## src/rtl/trace_pkg.sv

```systemverilog
// Shared types and helpers for the trace capture buffer.
// TRACE_TIMESTAMP_EN adds a 32-bit cycle stamp to every stored entry.
package trace_pkg;

  typedef enum logic [1:0] {
    IDLE  = 2'd0,
    ARMED = 2'd1,
    POST  = 2'd2,
    DONE  = 2'd3
  } trace_state_e;

  // Field layout for the default 32-bit PC build; the RTL itself uses flat vectors.
  localparam int TRACE_XLEN = 32;

  typedef struct packed {
`ifdef TRACE_TIMESTAMP_EN
    logic [31:0]           stamp;
`endif
    logic [TRACE_XLEN-1:0] pc;
    logic [31:0]           instr;
  } trace_entry_t;

  function automatic int entry_w(input int xlen);
`ifdef TRACE_TIMESTAMP_EN
    return xlen + 64;
`else
    return xlen + 32;
`endif
  endfunction

endpackage

```

## src/rtl/trace_ram.sv

```systemverilog
// Trace storage: synchronous write, combinational read, no reset on contents.
module trace_ram #(
  parameter int DEPTH = 16,
  parameter int W     = 64,
  localparam int AW   = $clog2(DEPTH)
) (
  input  logic          clk,
  input  logic          we,
  input  logic [AW-1:0] wr_addr,
  input  logic [W-1:0]  wr_data,
  input  logic [AW-1:0] rd_addr,
  output logic [W-1:0]  rd_data
);

  logic [W-1:0] mem [DEPTH];

  always_ff @(posedge clk) begin
    if (we) mem[wr_addr] <= wr_data;
  end

  assign rd_data = mem[rd_addr];

endmodule

```

## src/rtl/trace_capture_buffer.sv

```systemverilog
// Circular capture of retired {pc, instr} pairs, frozen by a PC trigger plus post count,
// then drained oldest-first. Optional cycle stamp under TRACE_TIMESTAMP_EN.
module trace_capture_buffer
  import trace_pkg::*;
#(
  parameter int XLEN      = 32,
  parameter int DEPTH     = 16,
  parameter int POST_TRIG = 4,
  localparam int EW       = entry_w(XLEN),
  localparam int AW       = $clog2(DEPTH),
  localparam int CW       = AW + 1
) (
  input  logic            clk,
  input  logic            rst,
  input  logic            valid_i,
  input  logic [XLEN-1:0] pc_i,
  input  logic [31:0]     instr_i,
  input  logic            arm_i,
  input  logic [XLEN-1:0] trig_pc_i,
  output logic            armed_o,
  output logic            done_o,
  output logic            trig_hit_o,
  output logic [CW-1:0]   count_o,
  output logic            rd_valid_o,
  input  logic            rd_ready_i,
  output logic [EW-1:0]   rd_data_o
);

  trace_state_e  state, state_nx;
  logic [AW-1:0] wr_ptr, wr_ptr_nx, rd_ptr, rd_ptr_nx, post_cnt, post_cnt_nx;
  logic [CW-1:0] count, count_nx;
  logic          we, hit_nx, trig_hit, rd_fire;
  logic [EW-1:0] wr_data, rd_q;

`ifdef TRACE_TIMESTAMP_EN
  logic [31:0] stamp;
  always_ff @(posedge clk) begin
    if (rst) stamp <= '0;
    else     stamp <= stamp + 32'd1;
  end
  assign wr_data = {stamp, pc_i, instr_i};
`else
  assign wr_data = {pc_i, instr_i};
`endif

  always_ff @(posedge clk) begin
    if (rst) begin
      state    <= IDLE;
      wr_ptr   <= '0;
      rd_ptr   <= '0;
      count    <= '0;
      post_cnt <= '0;
      trig_hit <= 1'b0;
    end else begin
      state    <= state_nx;
      wr_ptr   <= wr_ptr_nx;
      rd_ptr   <= rd_ptr_nx;
      count    <= count_nx;
      post_cnt <= post_cnt_nx;
      trig_hit <= hit_nx;
    end
  end

  always_comb begin
    state_nx    = state;
    wr_ptr_nx   = wr_ptr;
    rd_ptr_nx   = rd_ptr;
    count_nx    = count;
    post_cnt_nx = post_cnt;
    we          = 1'b0;
    hit_nx      = 1'b0;
    rd_fire     = (state == DONE) && (count != '0) && rd_ready_i;
    case (state)
      IDLE: begin
        if (arm_i) begin
          state_nx  = ARMED;
          wr_ptr_nx = '0;
          count_nx  = '0;
        end
      end
      ARMED, POST: begin
        if (arm_i) begin
          state_nx  = ARMED;
          wr_ptr_nx = '0;
          count_nx  = '0;
        end else if (valid_i) begin
          we        = 1'b1;
          wr_ptr_nx = wr_ptr + AW'(1);
          if (count != CW'(DEPTH)) count_nx = count + CW'(1);
          if (state == ARMED && pc_i == trig_pc_i) begin
            hit_nx = 1'b1;
            if (POST_TRIG == 0) begin
              state_nx = DONE;
            end else begin
              state_nx    = POST;
              post_cnt_nx = AW'(POST_TRIG);
            end
          end else if (state == POST) begin
            post_cnt_nx = post_cnt - AW'(1);
            if (post_cnt == AW'(1)) state_nx = DONE;
          end
          // Oldest entry sits at the next write slot only once the buffer has wrapped.
          if (state_nx == DONE) rd_ptr_nx = (count_nx == CW'(DEPTH)) ? wr_ptr_nx : '0;
        end
      end
      DONE: begin
        if (rd_fire) begin
          rd_ptr_nx = rd_ptr + AW'(1);
          count_nx  = count - CW'(1);
          if (count == CW'(1)) state_nx = IDLE;
        end
      end
      default: state_nx = IDLE;
    endcase
  end

  trace_ram #(.DEPTH(DEPTH), .W(EW)) u_ram (
    .clk     (clk),
    .we      (we),
    .wr_addr (wr_ptr),
    .wr_data (wr_data),
    .rd_addr (rd_ptr),
    .rd_data (rd_q)
  );

  // Valid/ready: an entry transfers on any cycle with rd_valid_o && rd_ready_i;
  // rd_data_o holds while rd_valid_o && !rd_ready_i and reads as 0 otherwise.
  assign armed_o    = (state == ARMED) || (state == POST);
  assign done_o     = (state == DONE);
  assign trig_hit_o = trig_hit;
  assign count_o    = count;
  assign rd_valid_o = (state == DONE) && (count != '0);
  assign rd_data_o  = rd_valid_o ? rd_q : '0;

endmodule

```

## config.mk

```make
export PLATFORM = sky130hd
export DESIGN_NAME = trace_capture_buffer
export DESIGN_NICKNAME = d
export VERILOG_FILES = /design/src/rtl/trace_pkg.sv /design/src/rtl/trace_ram.sv /design/src/rtl/trace_capture_buffer.sv
export SDC_FILE = /design/constraint.sdc
export NUM_CORES = 1
export LEC_CHECK = 0
export CORE_ASPECT_RATIO = 1.4
export CORE_MARGIN = 8
export CORE_UTILIZATION = 55
export DETAILED_ROUTE_END_ITERATION = 7
export PLACE_DENSITY = 0.78
export SETUP_SLACK_MARGIN = 0.1
export SYNTH_ARGS = -nofsm -noshare
export SYNTH_HDL_FRONTEND = slang
export SYNTH_HIERARCHICAL = 1
export SYNTH_SLANG_ARGS = --single-unit
export TNS_END_PERCENT = 10
```

## constraint.sdc

```tcl
create_clock -name clk -period 9.05 [get_ports clk]
set_clock_uncertainty 0.1 [all_clocks]
set_input_delay 2.2625 -clock clk [delete_from_list [all_inputs] [get_ports clk]]
set_output_delay 2.2625 -clock clk [all_outputs]
set_load 0.005 [all_outputs]
```

* Yosys cells after proc, flatten, opt, wreduce, memory -nomap -nowiden *
Memory sizes are Yosys's and may differ from the RTL's. A register that Yosys moved wholly into a read port is not among the register bits.
Cells that the tools add are included.

word-level totals
  register bits = 20
  memories kept = 1
  RAM bits = 1024
  output and inout port bits = 73

operators by class
  add/subtract/negate cells = 5
  equal/unequal tests = 16
  reductions and logical operators = 16
  bitwise gates (word level) = 3
  muxes and demuxes = 42

memory list
  memory     words  bits a word  rd ports  clocked after memory_dff  write ports  line             text
  u_ram.mem  16     64           1         1                         1            trace_ram.sv:15  logic [W-1:0] mem [DEPTH];

operator list
  operator               count
  $mux W64               1
  $mux W4                12
  $mux W5                8
  $eq A32 B32 Y1         1
  $mux W2                11
  $pmux W4 S2            2
  $pmux W5 S3            1
  $add A4 B1 Y4 const B  2
  $ne A2 B2 Y1 const B   4
  $reduce_and A4 Y1      2
  $eq A2 B2 Y1 const B   3
  $mux W1                6
  $pmux W2 S3            1
  $reduce_and A3 Y1      2
  $reduce_bool A2 Y1     3
  $add A5 B1 Y5 const B  1
  $eq A5 B1 Y1 const B   1
  $eq A5 B5 Y1 const B   1
  $ne A5 B5 Y1 const B   1
  $reduce_and A5 Y1      1
  $reduce_bool A5 Y1     1
  $sub A5 B1 Y5 const B  1
  $eq A4 B1 Y1 const B   1
  $ne A2 B1 Y1 const B   2
  9 further kinds        13

* Longest topological paths before layout *
Gate-level depths: netlist of run 1.

  depth after elaboration = 14
  depth in mapped cells = 9
  gate-level depth less buffers = 8

* Cells and area by module *
Netlist of run 1, hierarchy kept.

modules (own cells, without submodules)
  module                seq. area each (um2)  cells an instance  instances  area an instance (um2)
  trace_ram             30749.5               1583               1          38300.5
  trace_capture_buffer  400.4                 318                1          2344.7

* Worst setup path after synthesis of run 1 *
OpenSTA, ideal clock, no wires.

  kind = input-to-reg
  start point = in arm_i
  end point = mem u_ram.mem[0][0] (enable)
  stages = 5
  required time = 8.385 ns
  buffers on the path = 0
  data arrival time = 7.746 ns
  setup slack = 0.639 ns
  cell sequence = nor2b_1 > nand2_2 > inv_1 > or3b_2 > nor3_1

between the ends
  word-level cells in the longest chain between the ends = 4

RTL lines
  what                           line                        text
  start: declaration             trace_capture_buffer.sv:18  input logic arm_i,
  $mux W1                        trace_capture_buffer.sv:82  if (arm_i) begin
  $mux W1                        trace_capture_buffer.sv:73  case (state)
  net we                         trace_capture_buffer.sv:32  logic we, hit_nx, trig_hit, rd_fire;
  $mux W1                        trace_ram.sv:18             if (we) mem[wr_addr] <= wr_data;
  $mux W1 (implied by the code)  trace_ram.sv:18
  end: declaration               trace_ram.sv:15

The timed path passes the listed nets, and every way through them passes these cells.

==> results of run 1 <==
==> layer usage <==
metal  vias to the layer above  routed length (µm)  track usage
met2                      1067               50210       0.3992
met1                     10703               34870       0.2885
met5                         -                  27            0
met4                         4                3261      0.09086
li1                       8359                   -            -
met3                       188                7681      0.04418
==> kinds of logic (layout without fill, tap and decap cells) <==
| family | count (synthesis) | count (layout) | synth area share |
|---|---|---|---|
| DFF | 1044 | 1044 | 0.7664 |
| muxes | 260 | 260 | 0.1428 |
| and+or+nand+nor | 248 | 248 | 0.03146 |
| AOI/OAI and AO/OA | 180 | 180 | 0.03257 |
| buffers and inverters | 119 | 378 | 0.01478 |
| xor gates and xnor gates | 37 | 37 | 0.007973 |
| adders and majority gates | 13 | 13 | 0.004002 |
| other | 0 | 2 | 0 |
==> cell type report <==
type                       count  area [µm²]  share of cell area
antenna                        2       5.005           0.0001078
inverter                      12       45.04           0.0009698
clock buffer                 106        2344             0.05046
timing repair buffer         204        2002             0.04310
tap                          960        1201             0.02586
sequential                  1044       31160              0.6708
multi-input combinational    738        9032              0.1945
clock inverter                56       660.6             0.01422
==> synthesized netlist by cell type, drive strengths merged, types with 11 or more instances <==
cell type and number:
edfxtp 1024, mux4 256, a22oi 129, nand2 74, and3 67, clkbuf 57
buf 50, nor2 35, xnor2 30, dfxtp 20, nor3 20, a21oi 19
ha 13, nand2b 13, inv 11
==> power groups by stage <==
stage | registers [W] | logic (W) | clock network (W)
2_1_floorplan | 0.00544 | 0.0000946 | 0
3_3_place_gp | 0.00544 | 0.000251 | 0
3_5_place_dp | 0.00544 | 0.000262 | 0
4_1_cts | 0.00534 | 0.000266 | 0.00400
5_1_grt | 0.00534 | 0.000283 | 0.00417
6_report | 0.00534 | 0.000266 | 0.00395
==> layout by cell type, fill, tap and decap left out, types with 21 or more instances in the layout <==
| cell | instances |
|---|---|
| sky130_fd_sc_hd__clkbuf_16 | 91 |
| sky130_fd_sc_hd__mux4_2 | 256 |
| sky130_fd_sc_hd__nand2_1 | 73 |
| sky130_fd_sc_hd__clkdlybuf4s50_1 | 173 |
| sky130_fd_sc_hd__nor2_1 | 21 |
| sky130_fd_sc_hd__and3_1 | 67 |
| sky130_fd_sc_hd__edfxtp_1 | 1024 |
| sky130_fd_sc_hd__a22oi_1 | 129 |
| sky130_fd_sc_hd__xnor2_1 | 30 |
| sky130_fd_sc_hd__buf_4 | 28 |
==> flip-flops by register name, indices dropped and copies added, names as in the netlist <==
register and flops:
trig_hit_o 1, u_ram/mem 1024, wr_ptr 4, rd_ptr 4, state 2, count_o 5
post_cnt 4
==> critical path, stage by stage (launching register included) <==
cell	delay, ps
sky130_fd_sc_hd__dfxtp_4	980
sky130_fd_sc_hd__buf_12	610
sky130_fd_sc_hd__mux4_2	420
sky130_fd_sc_hd__a22oi_1	330
sky130_fd_sc_hd__nand2_1	120
sky130_fd_sc_hd__and3_1	190
sky130_fd_sc_hd__clkdlybuf4s50_1	480
==> stage by stage <==
stage          hold WS [ps]  instances  instance area (µm²)  worst slack [ps]
5_1_grt               483.0       3122                46450              2459
4_1_cts               437.9       3120                46440              2561
3_3_place_gp          430.7       2958                43440              2978
6_report              444.8       3122                46450              2676
3_5_place_dp          421.4       2958                43440              2828
2_1_floorplan         381.0       1901                40650             639.4
==> worst max path at each step <==
stage                           startpoint  cells after the start  slack, ps                     endpoint
floorplan                            arm_i                      5        640    u_ram/mem[0][0]$_DFFE_PP_
global placement                     arm_i                      7       2980  u_ram/mem[11][24]$_DFFE_PP_
detailed placement                   arm_i                      7       2830   u_ram/mem[9][22]$_DFFE_PP_
CTS                 rd_ptr[0]$_SDFFE_PP0P_                      6       2560                rd_data_o[54]
global route        rd_ptr[0]$_SDFFE_PP0P_                      6       2460                rd_data_o[54]
finish              rd_ptr[1]$_SDFFE_PP0P_                      6       2680                rd_data_o[20]
==> summary.md, run 1 <==
| Metric | Value |
|---|---|
| Result of the run | `finished, final reports clean` |
| IO Count | `174` |
| Reg2reg setup slack | `4530 ps` |
| Final period utilization | `0.7043` |
| Unrepaired setup endpoints after global routing | `no` |
| DRC errors left | `0` |
| Yosys warns | `6` |
| Cell taking the most area after synthesis | `sky130_fd_sc_hd__edfxtp_1` |
| Critical path capture point type | `primary output` |
| Die ar. | `82980 µm²` |
| Summed instance area of the synthesized netlist | `40650 µm²` |
| Number of vias in the routed layout | `20321` |
| Utilization after layout | `0.6317` |
| Data required time of the critical path | `6690 ps` |
| Net count, final | `2203` |
| Worst setup path category | `reg -> out` |
| Depth of the CTS H-tree | `3` |
| MaxCap Viol Count | `0` |
| Clock group share of total power | `0.414` |
| Antenna-violating nets left | `0` |
| Final Power | `0.009558 W` |
| Max-slew violations | `0` |
| Share of power burned in combinational logic | `0.028` |
| Syn avg cell area | `roughly 21 µm²` |
| Share of power burned in registers | `0.559` |
| Min-Delay Path Class | `reg -> reg` |
| Peak clock frequency supported by timing | `around 0.16 GHz` |
| Net switching power | `0.001882 W` |
| Synth Net Count | `slightly above 2000` |
| Die Ht | `about 340 µm` |
| Synthesis-to-finish area growth | `14.27%` |
| Row Count | `between 100 and 150` |
| Clock tree from TritonCTS | `built` |
| Slew at the pin closest to its max-slew limit | `1204 ps` |
| Minimum clock period after layout | `6374 ps` |
| Setup total negative slack | `0 ps` |
| Number of DRC markers in iteration 0 | `2169` |
| Worst rel slew slack | `0.1975` |
| Pre-antenna DRT Iters | `5` |
| P per Cell Area | `205.8 nW/µm²` |
| Routed via count divided by cell count | `6.509` |
| Buffers inserted by post-CTS timing repair | `0` |
| Count of input and output buffers | `173` |
| Count of flip-flops with a built-in enable after synthesis | `1024` |
| Hold path endpoint | `post_cnt[3]$_SDFFE_PP0P_` |
| Post-synth ARST share | `0` |
| Wire length of the first global-routing pass | `141.9 mm` |
| Clock transition at the register clock pins on the worst setup and hold paths after CTS | `about 70 ps` |
| Highest net fanout along the worst path | `140` |
| Net switching fraction of the power | `0.1969` |
| Placed wire-length estimate | `50.50 mm` |
| Core box area | `73530 µm²` |
| Signal arrival time at the worst endpoint | `4010 ps` |
| Count of cells along the worst hold path | `2` |
| Sinks on Clock Net | `1044` |
| Reg2Reg Launch Point | `state[0]$_SDFFE_PP0P_` |
| Aggregate global-route resource usage | `0.2313` |
| R2R depth | `8` |
| Cells after synthesis | `1901` |
| Largest vdd supply drop | `around 0.15 mV` |
| Effective utilization at floorplan | `0.5528` |
| Fraction of final layout cells sized beyond drive strength 1 | `0.2088` |
| Count of hold-fix buffers inserted at cts | `0` |
| Antenna violations before repair | `5` |
| Capture point of the worst reg-to-reg path | `u_ram/mem[9][24]$_DFFE_PP_` |
| Main area contributors after synthesis | `sky130_fd_sc_hd__edfxtp_1 (76%), sky130_fd_sc_hd__mux4_2 (14%), sky130_fd_sc_hd__a22oi_1 (2.4%), sky130_fd_sc_hd__and3_1 (1.0%), sky130_fd_sc_hd__dfxtp_1 (0.99%)` |
| Leading register cell type out of synthesis | `sky130_fd_sc_hd__edfxtp_1` |
| Chip width | `245.8 µm` |
| Post-Route WL | `96.05 mm` |
| Worst skew pair latency | `630 ps` |
| Number of CTS-inserted buffers | `89` |
| Routed len/inst | `30.77 µm` |
| Design internal power | `0.007676 W` |
| Pin count of the biggest net entering global routing | `141` |
| Hold_sp | `post_cnt[3]$_SDFFE_PP0P_` |
| Finish-stage setup viols | `0` |
| Vias in the first global route | `21548` |
| Remaining global-route overflow | `0` |
| Number of buffers on the longest clock path | `3` |
| Flops & latches, synth | `roughly 1000` |
| Post-synthesis cell type count | `55` |
| Sequential element share of the synthesized area | `0.7664` |
| Layout filler cell count | `4715` |
| Weighted congestion reported at the end of routability-driven placement | `approximately 0.8` |
| Count of final hold-check violations | `0` |
| Leakage power total | `between 10 and 15 nW` |
| Clock root buffer | `sky130_fd_sc_hd__clkbuf_16` |
| Area share of the largest cell type after synthesis | `0.7565` |
| CTS-repair resized insts | `0` |
| Nature of the critical path startpoint | `flip-flop` |
(Power assumes the default switching activity.)
==> inputs of run 2 (changes only) <==
clock period = 6.5 ns   (was 9.05 ns; I/O delays follow)
==> summary.md, run 2 (same netlist as run 1, synthesis figures left out) <==
| Metric | Value |
|---|---|
| Number of CTS-inserted buffers | `90 (was 89)` |
| Worst skew pair latency | `660 ps (was 630 ps)` |
| Number of DRC markers in iteration 0 | `2170 (was 2169)` |
| Buffers inserted by post-CTS timing repair | `0 (unchanged)` |
| Peak clock frequency supported by timing | `0.1849 GHz` |
| Unrepaired setup endpoints after global routing | `no (unchanged)` |
| Signal arrival time at the worst endpoint | `3680 ps (was 4010 ps)` |
| Net count, final | `2225 (was 2203)` |
| Weighted congestion reported at the end of routability-driven placement | `0.7898 (was 0.8014)` |
| Number of flip-flops in the largest register | `1024 (unchanged)` |
| Post-Route WL | `95.16 mm (was 96.05 mm)` |
| Vias in the first global route | `21562 (was 21548)` |
| Sinks on Clock Net | `1044 (unchanged)` |
| Utilization after layout | `0.6358 (was 0.6317)` |
| Clock root buffer | `sky130_fd_sc_hd__clkbuf_16 (unchanged)` |
| Highest net fanout along the worst path | `41 (was 140)` |
| Depth of the CTS H-tree | `3 (unchanged)` |
| Remaining global-route overflow | `0 (unchanged)` |
| Nature of the critical path startpoint | `flip-flop (unchanged)` |
| P per Cell Area | `282.4 nW/µm² (was 205.8 nW/µm²)` |
| Die Ht | `337.7 µm (unchanged)` |
| Hold WS | `443.4 ps (was 444.8 ps)` |
| Antenna violations before repair | `2 (was 5)` |
| Worst rel slew slack | `0.2678 (was 0.1975)` |
| Slew at the pin closest to its max-slew limit | `1098 ps (was 1204 ps)` |
| Biggest register | `u_ram/mem (unchanged)` |
| M1 GR Usage | `0.2909 (was 0.2885)` |
| Most congested layer reported by global routing | `met2 (unchanged)` |
| Pre-antenna DRT Iters | `6 (was 5)` |
| DRC errors left | `0 (unchanged)` |
| Critical path capture point type | `primary output (unchanged)` |
| Largest vdd supply drop | `0.2191 mV (was 0.1492 mV)` |
| Min-Delay Path Class | `reg -> reg (unchanged)` |
| Leading cell types in the layout, fill and taps excluded | `sky130_fd_sc_hd__edfxtp_1 (1024), sky130_fd_sc_hd__mux4_2 (256), sky130_fd_sc_hd__clkdlybuf4s50_1 (173) (unchanged)` |
| Effective utilization at floorplan | `0.5528 (unchanged)` |
| Minimum clock period after layout | `about 5400 ps` |
| Die ar. | `82980 µm² (unchanged)` |
| Number of buffers on the longest clock path | `3 (unchanged)` |
| Wire length of the first global-routing pass | `141.2 mm (was 141.9 mm)` |
| Count of final hold-check violations | `0 (unchanged)` |
| Fraction of final layout cells sized beyond drive strength 1 | `0.2204 (was 0.2088)` |
| Count of input and output buffers | `173 (unchanged)` |
| CTS-repair resized insts | `0 (unchanged)` |
| Met3 usage in global routing | `0.03691 (was 0.04418)` |
| Global Route met2 Usage | `0.4032 (was 0.3992)` |
| Worst setup path category | `reg -> out (unchanged)` |
| Routed len/inst | `30.22 µm (was 30.77 µm)` |
| Aggregate global-route resource usage | `0.2302 (was 0.2313)` |
| Number of vias in the routed layout | `20547 (was 20321)` |
| Finish-stage setup viols | `0 (unchanged)` |
| Chip width | `245.8 µm (unchanged)` |
| IO Count | `174 (unchanged)` |
| Most common cell after layout, fill and taps aside | `sky130_fd_sc_hd__edfxtp_1 (unchanged)` |
| Final period utilization | `0.8322` |
| Leakage power total | `14.39 nW (was 14.24 nW)` |
| Synthesis-to-finish area growth | `15.01% (was 14.27%)` |
| MaxCap Viol Count | `0 (unchanged)` |
| Clock transition at the register clock pins on the worst setup and hold paths after CTS | `70 ps (about the same)` |
| Placed wire-length estimate | `52.61 mm (was 50.50 mm)` |
| Routed via count divided by cell count | `6.525 (was 6.509)` |
| Result of the run | `finished, final reports clean (unchanged)` |
| Data required time of the critical path | `4780 ps (was 6690 ps)` |
| Row Count | `118 (unchanged)` |
| Clock tree from TritonCTS | `built (unchanged)` |
| Max-slew violations | `0 (unchanged)` |
| Count of hold-fix buffers inserted at cts | `0 (unchanged)` |
| Antenna-violating nets left | `0 (unchanged)` |
| Core box area | `73530 µm² (unchanged)` |
| Pin count of the biggest net entering global routing | `66 (was 141)` |
## run 2: changes by cell type in the layout (fill, tap and decap cells not counted), moves of 2 or more
| cell | delta |
|---|---|
| sky130_fd_sc_hd__buf_12 | +13 |
| sky130_fd_sc_hd__clkbuf_16 | +2 |
| sky130_fd_sc_hd__clkinv_4 | +2 |
| sky130_fd_sc_hd__buf_4 | +8 |
| sky130_fd_sc_hd__clkbuf_1 | -3 |
| sky130_fd_sc_hd__clkinv_2 | +9 |
| sky130_fd_sc_hd__bufinv_16 | -5 |
## run 2: power by group
group / total [W] / switching (W) / internal, W
logic: 0.000370 / 0.000240 / 0.000130
clock network: 0.00540 / 0.00240 / 0.00300
registers: 0.00743 / 0.0000129 / 0.00742
total: 0.0132 / 0.00265 / 0.0105
## run 2: path summary, 6_finish.rpt
path | start | to | slack [ps] | cells after the start
worst min-delay path | post_cnt[3]$_SDFFE_PP0P_ | post_cnt[3]$_SDFFE_PP0P_ | 440 | 2
worst min register to register | post_cnt[3]$_SDFFE_PP0P_ | post_cnt[3]$_SDFFE_PP0P_ | 440 | 2
worst max-delay path | rd_ptr[0]$_SDFFE_PP0P_ | rd_data_o[10] | 1090 | 6
worst max register to register | state[0]$_SDFFE_PP0P_ | u_ram/mem[10][3]$_DFFE_PP_ | 2220 | 8
## run 2: area by class of cell
| type | instances | area [µm²] |
|---|---|---|
| antenna | 2 | 5.005 |
| timing repair buffer | 225 | 2322 |
| tap | 960 | 1201 |
| multi-input combinational | 738 | 9039 |
| fill | 4687 | 26780 |
| sequential | 1044 | 31160 |
| clock inverter | 64 | 608.1 |
| inverter | 12 | 45.04 |
| clock buffer | 104 | 2369 |
## run 2: through the flow
| stage | instance area (µm²) | setup slack (ps) | TNS (ps) | cells | total power [W] |
|---|---|---|---|---|---|
| 4_1_cts | 46740 | 978.9 | 0 | 3147 | 0.01326 |
| 3_5_place_dp | 43760 | 1251 | 0 | 2979 | 0.007942 |
| 5_1_grt | 46740 | 870.7 | 0 | 3148 | 0.01353 |
| 2_1_floorplan | 40650 | -935.3 | -179030 | 1901 | 0.007707 |
| 6_report | 46750 | 1090 | 0 | 3149 | 0.01320 |
| 3_3_place_gp | 43760 | 1413 | 0 | 2979 | 0.007923 |
## run 2: layer usage
metal	share of wire	vias up
met2	0.53	1091
met3	0.082	169
li1	-	8422
met5	0	-
met4	0.031	0
met1	0.36	10865
## run 2: worst max-delay path, stage by stage (launching register included)
cell	delay, ps
sky130_fd_sc_hd__dfxtp_4	940
sky130_fd_sc_hd__buf_12	390
sky130_fd_sc_hd__mux4_2	550
sky130_fd_sc_hd__a22oi_1	300
sky130_fd_sc_hd__nand2_1	140
sky130_fd_sc_hd__and3_1	190
sky130_fd_sc_hd__clkdlybuf4s50_1	450
==> inputs of run 3 (changes only) <==
clock period = 5.1 ns   (was 6.5 ns; I/O delays follow)
==> summary.md, run 3 (same netlist as run 1, synthesis figures left out) <==
| Metric | Value |
|---|---|
| Clock transition at the register clock pins on the worst setup and hold paths after CTS | `70 ps (about the same)` |
| Number of buffers on the longest clock path | `3 (unchanged)` |
| Signal arrival time at the worst endpoint | `3420 ps (was 3680 ps)` |
| Count of cells along the worst hold path | `2 (unchanged)` |
| Number of vias in the routed layout | `20803 (was 20547)` |
| Max-slew violations | `0 (unchanged)` |
| Critical path capture point type | `primary output (unchanged)` |
| Unrepaired setup endpoints after global routing | `no (unchanged)` |
| Cells after DPL | `3003 (was 2979)` |
| Critical path cell sequence | `buf_16, buf_4, mux4_2, a22oi_1, nand2_1, and3_1, clkdlybuf4s50_1 (was buf_12, mux4_2, a22oi_1, nand2_1, and3_1, clkdlybuf4s50_1)` |
| Nature of the critical path startpoint | `flip-flop (unchanged)` |
| Chip width | `245.8 µm (unchanged)` |
| DRC errors left | `0 (unchanged)` |
| Most common cell after layout, fill and taps aside | `sky130_fd_sc_hd__edfxtp_1 (unchanged)` |
| Minimum clock period after layout | `4792 ps` |
| Worst setup path category | `reg -> out (unchanged)` |
| Crit path buffers/inverters | `3 (was 2)` |
| Antenna violations before repair | `8 (was 2)` |
| Final period utilization | `0.9396` |
| Result of the run | `finished, final reports clean (unchanged)` |
| Row Count | `118 (unchanged)` |
| Remaining global-route overflow | `0 (unchanged)` |
| Max stage delay on crit path | `550 ps (was 940 ps)` |
| Sinks on Clock Net | `1044 (unchanged)` |
| Final Power | `0.01699 W (was 0.01320 W)` |
| R2R depth | `8 (unchanged)` |
| Pin count of the biggest net entering global routing | `74 (was 66)` |
| Highest net fanout along the worst path | `65 (was 41)` |
| Min-Delay Path Class | `reg -> reg (unchanged)` |
| Pre-antenna DRT Iters | `7 (was 6)` |
| Routed via count divided by cell count | `6.558 (was 6.525)` |
| P per Cell Area | `360.8 nW/µm² (was 282.4 nW/µm²)` |
| Placed wire-length estimate | `56.66 mm (was 52.61 mm)` |
| Depth of the CTS H-tree | `3 (unchanged)` |
| Number of flip-flops in the largest register | `1024 (unchanged)` |
| Effective utilization at floorplan | `0.5528 (unchanged)` |
| Finish-stage setup viols | `0 (unchanged)` |
| Core box area | `73530 µm² (unchanged)` |
| Worst rel slew slack | `0.2856 (was 0.2678)` |
| Synthesis-to-finish area growth | `15.83% (was 15.01%)` |
| Leakage power total | `14.54 nW (was 14.39 nW)` |
| Die Ht | `337.7 µm (unchanged)` |
| Data required time of the critical path | `3720 ps (was 4780 ps)` |
| Clock root buffer | `sky130_fd_sc_hd__clkbuf_16 (unchanged)` |
| Worst skew pair latency | `660 ps (about the same)` |
| Post-Route WL | `100.8 mm (was 95.16 mm)` |
| Setup WS post-layout | `308.1 ps (was 1090 ps)` |
| Slew at the pin closest to its max-slew limit | `1068 ps (was 1098 ps)` |
| Pre-CTS setup slack | `438.7 ps (was 1251 ps)` |
| Family of cells with the greatest summed delay on the critical path | `buffers and inverters (was flip-flops)` |
| Largest vdd supply drop | `0.3074 mV (was 0.2191 mV)` |
| Number of DRC markers in iteration 0 | `2692 (was 2170)` |
| Number of CTS-inserted buffers | `89 (was 90)` |
| IO Count | `174 (unchanged)` |
| MaxCap Viol Count | `0 (unchanged)` |
| Net count, final | `2248 (was 2225)` |
| Count of final hold-check violations | `0 (unchanged)` |
| Wire length of the first global-routing pass | `146.9 mm (was 141.2 mm)` |
| Aggregate global-route resource usage | `0.2429 (was 0.2302)` |
| Count of input and output buffers | `173 (unchanged)` |
| Clock tree from TritonCTS | `built (unchanged)` |
| Layout filler cell count | `4679 (was 4687)` |
| Routed len/inst | `31.78 µm (was 30.22 µm)` |
| Biggest register | `u_ram/mem (unchanged)` |
| Fraction of final layout cells sized beyond drive strength 1 | `0.2242 (was 0.2204)` |
| Leading cell types in the layout, fill and taps excluded | `sky130_fd_sc_hd__edfxtp_1 (1024), sky130_fd_sc_hd__mux4_2 (256), sky130_fd_sc_hd__clkdlybuf4s50_1 (173) (unchanged)` |
| Antenna-violating nets left | `0 (unchanged)` |
| Vias in the first global route | `21612 (was 21562)` |
| Crit path depth | `7 (was 6)` |
| Slowest library cell on the worst path | `sky130_fd_sc_hd__mux4_2 (was sky130_fd_sc_hd__dfxtp_4)` |
| Weighted congestion reported at the end of routability-driven placement | `0.7809 (was 0.7898)` |
| Die ar. | `82980 µm² (unchanged)` |
| Final Instance Count excl. Fillers | `3172 (was 3149)` |
| Peak clock frequency supported by timing | `between 0.2 and 0.25 GHz` |
-- run 3: metal layers --
layer	vias to the layer above	routed length (µm)	global-route usage
li1	8466	-	-
met1	10835	36180	0.3137
met2	1293	51500	0.4105
met3	201	9582	0.04354
met4	8	3504	0.09440
met5	-	54	0
-- run 3: what timing repair did --
item | in CTS | in global routing
gates resized for setup | 0 | 1
hold buffers | 0 | 0
setup buffers | 0 | 0
setup endpoints to repair | 0 | 1
-- run 3: cell type report --
cell class	count	area [µm²]	area share
well taps	960	1201	0.02551
multi-input cells	738	9057	0.1924
repair buffers	249	2597	0.05517
clock inverters	51	625.6	0.01329
inverters	12	45.04	0.0009568
clock buffers	114	2385	0.05066
flip-flops and latches	1044	31160	0.6618
diodes	4	10.01	0.0002126
-- run 3: report_power, final --
group          leakage [nW]  internal [W]  total [W]  switching, W
registers              9.37       0.00945    0.00947     0.0000193
logic                  3.69      0.000176   0.000500      0.000325
clock network          1.47       0.00399    0.00702       0.00302
-- run 3: worst paths after layout --
kind	slack [ps]	endpoint	start
worst max-delay path	310	rd_data_o[28]	rd_ptr[0]$_SDFFE_PP0P_
worst max register to register	1330	u_ram/mem[8][60]$_DFFE_PP_	state[0]$_SDFFE_PP0P_
worst min register to register	440	post_cnt[3]$_SDFFE_PP0P_	post_cnt[3]$_SDFFE_PP0P_
worst min-delay path	440	post_cnt[3]$_SDFFE_PP0P_	post_cnt[3]$_SDFFE_PP0P_
-- run 3: per-stage QoR --
stage	hold slack, ps	TNS, ps	utilization	cell area [µm²]
floorplan	381.0	-301350	-	40670
global placement	402.3	0	0.5991	44050
detailed placement	417.8	0	0.5991	44050
CTS	428.6	0	0.6401	47060
global route	475.1	0	0.6403	47080
finish	435.3	0	0.6403	47080
-- run 3: tightest hold or removal path, stage by stage (launching register included) --
cell and delay [ps]:
sky130_fd_sc_hd__dfxtp_1 340, sky130_fd_sc_hd__nand3b_1 90, sky130_fd_sc_hd__nand2_1 60
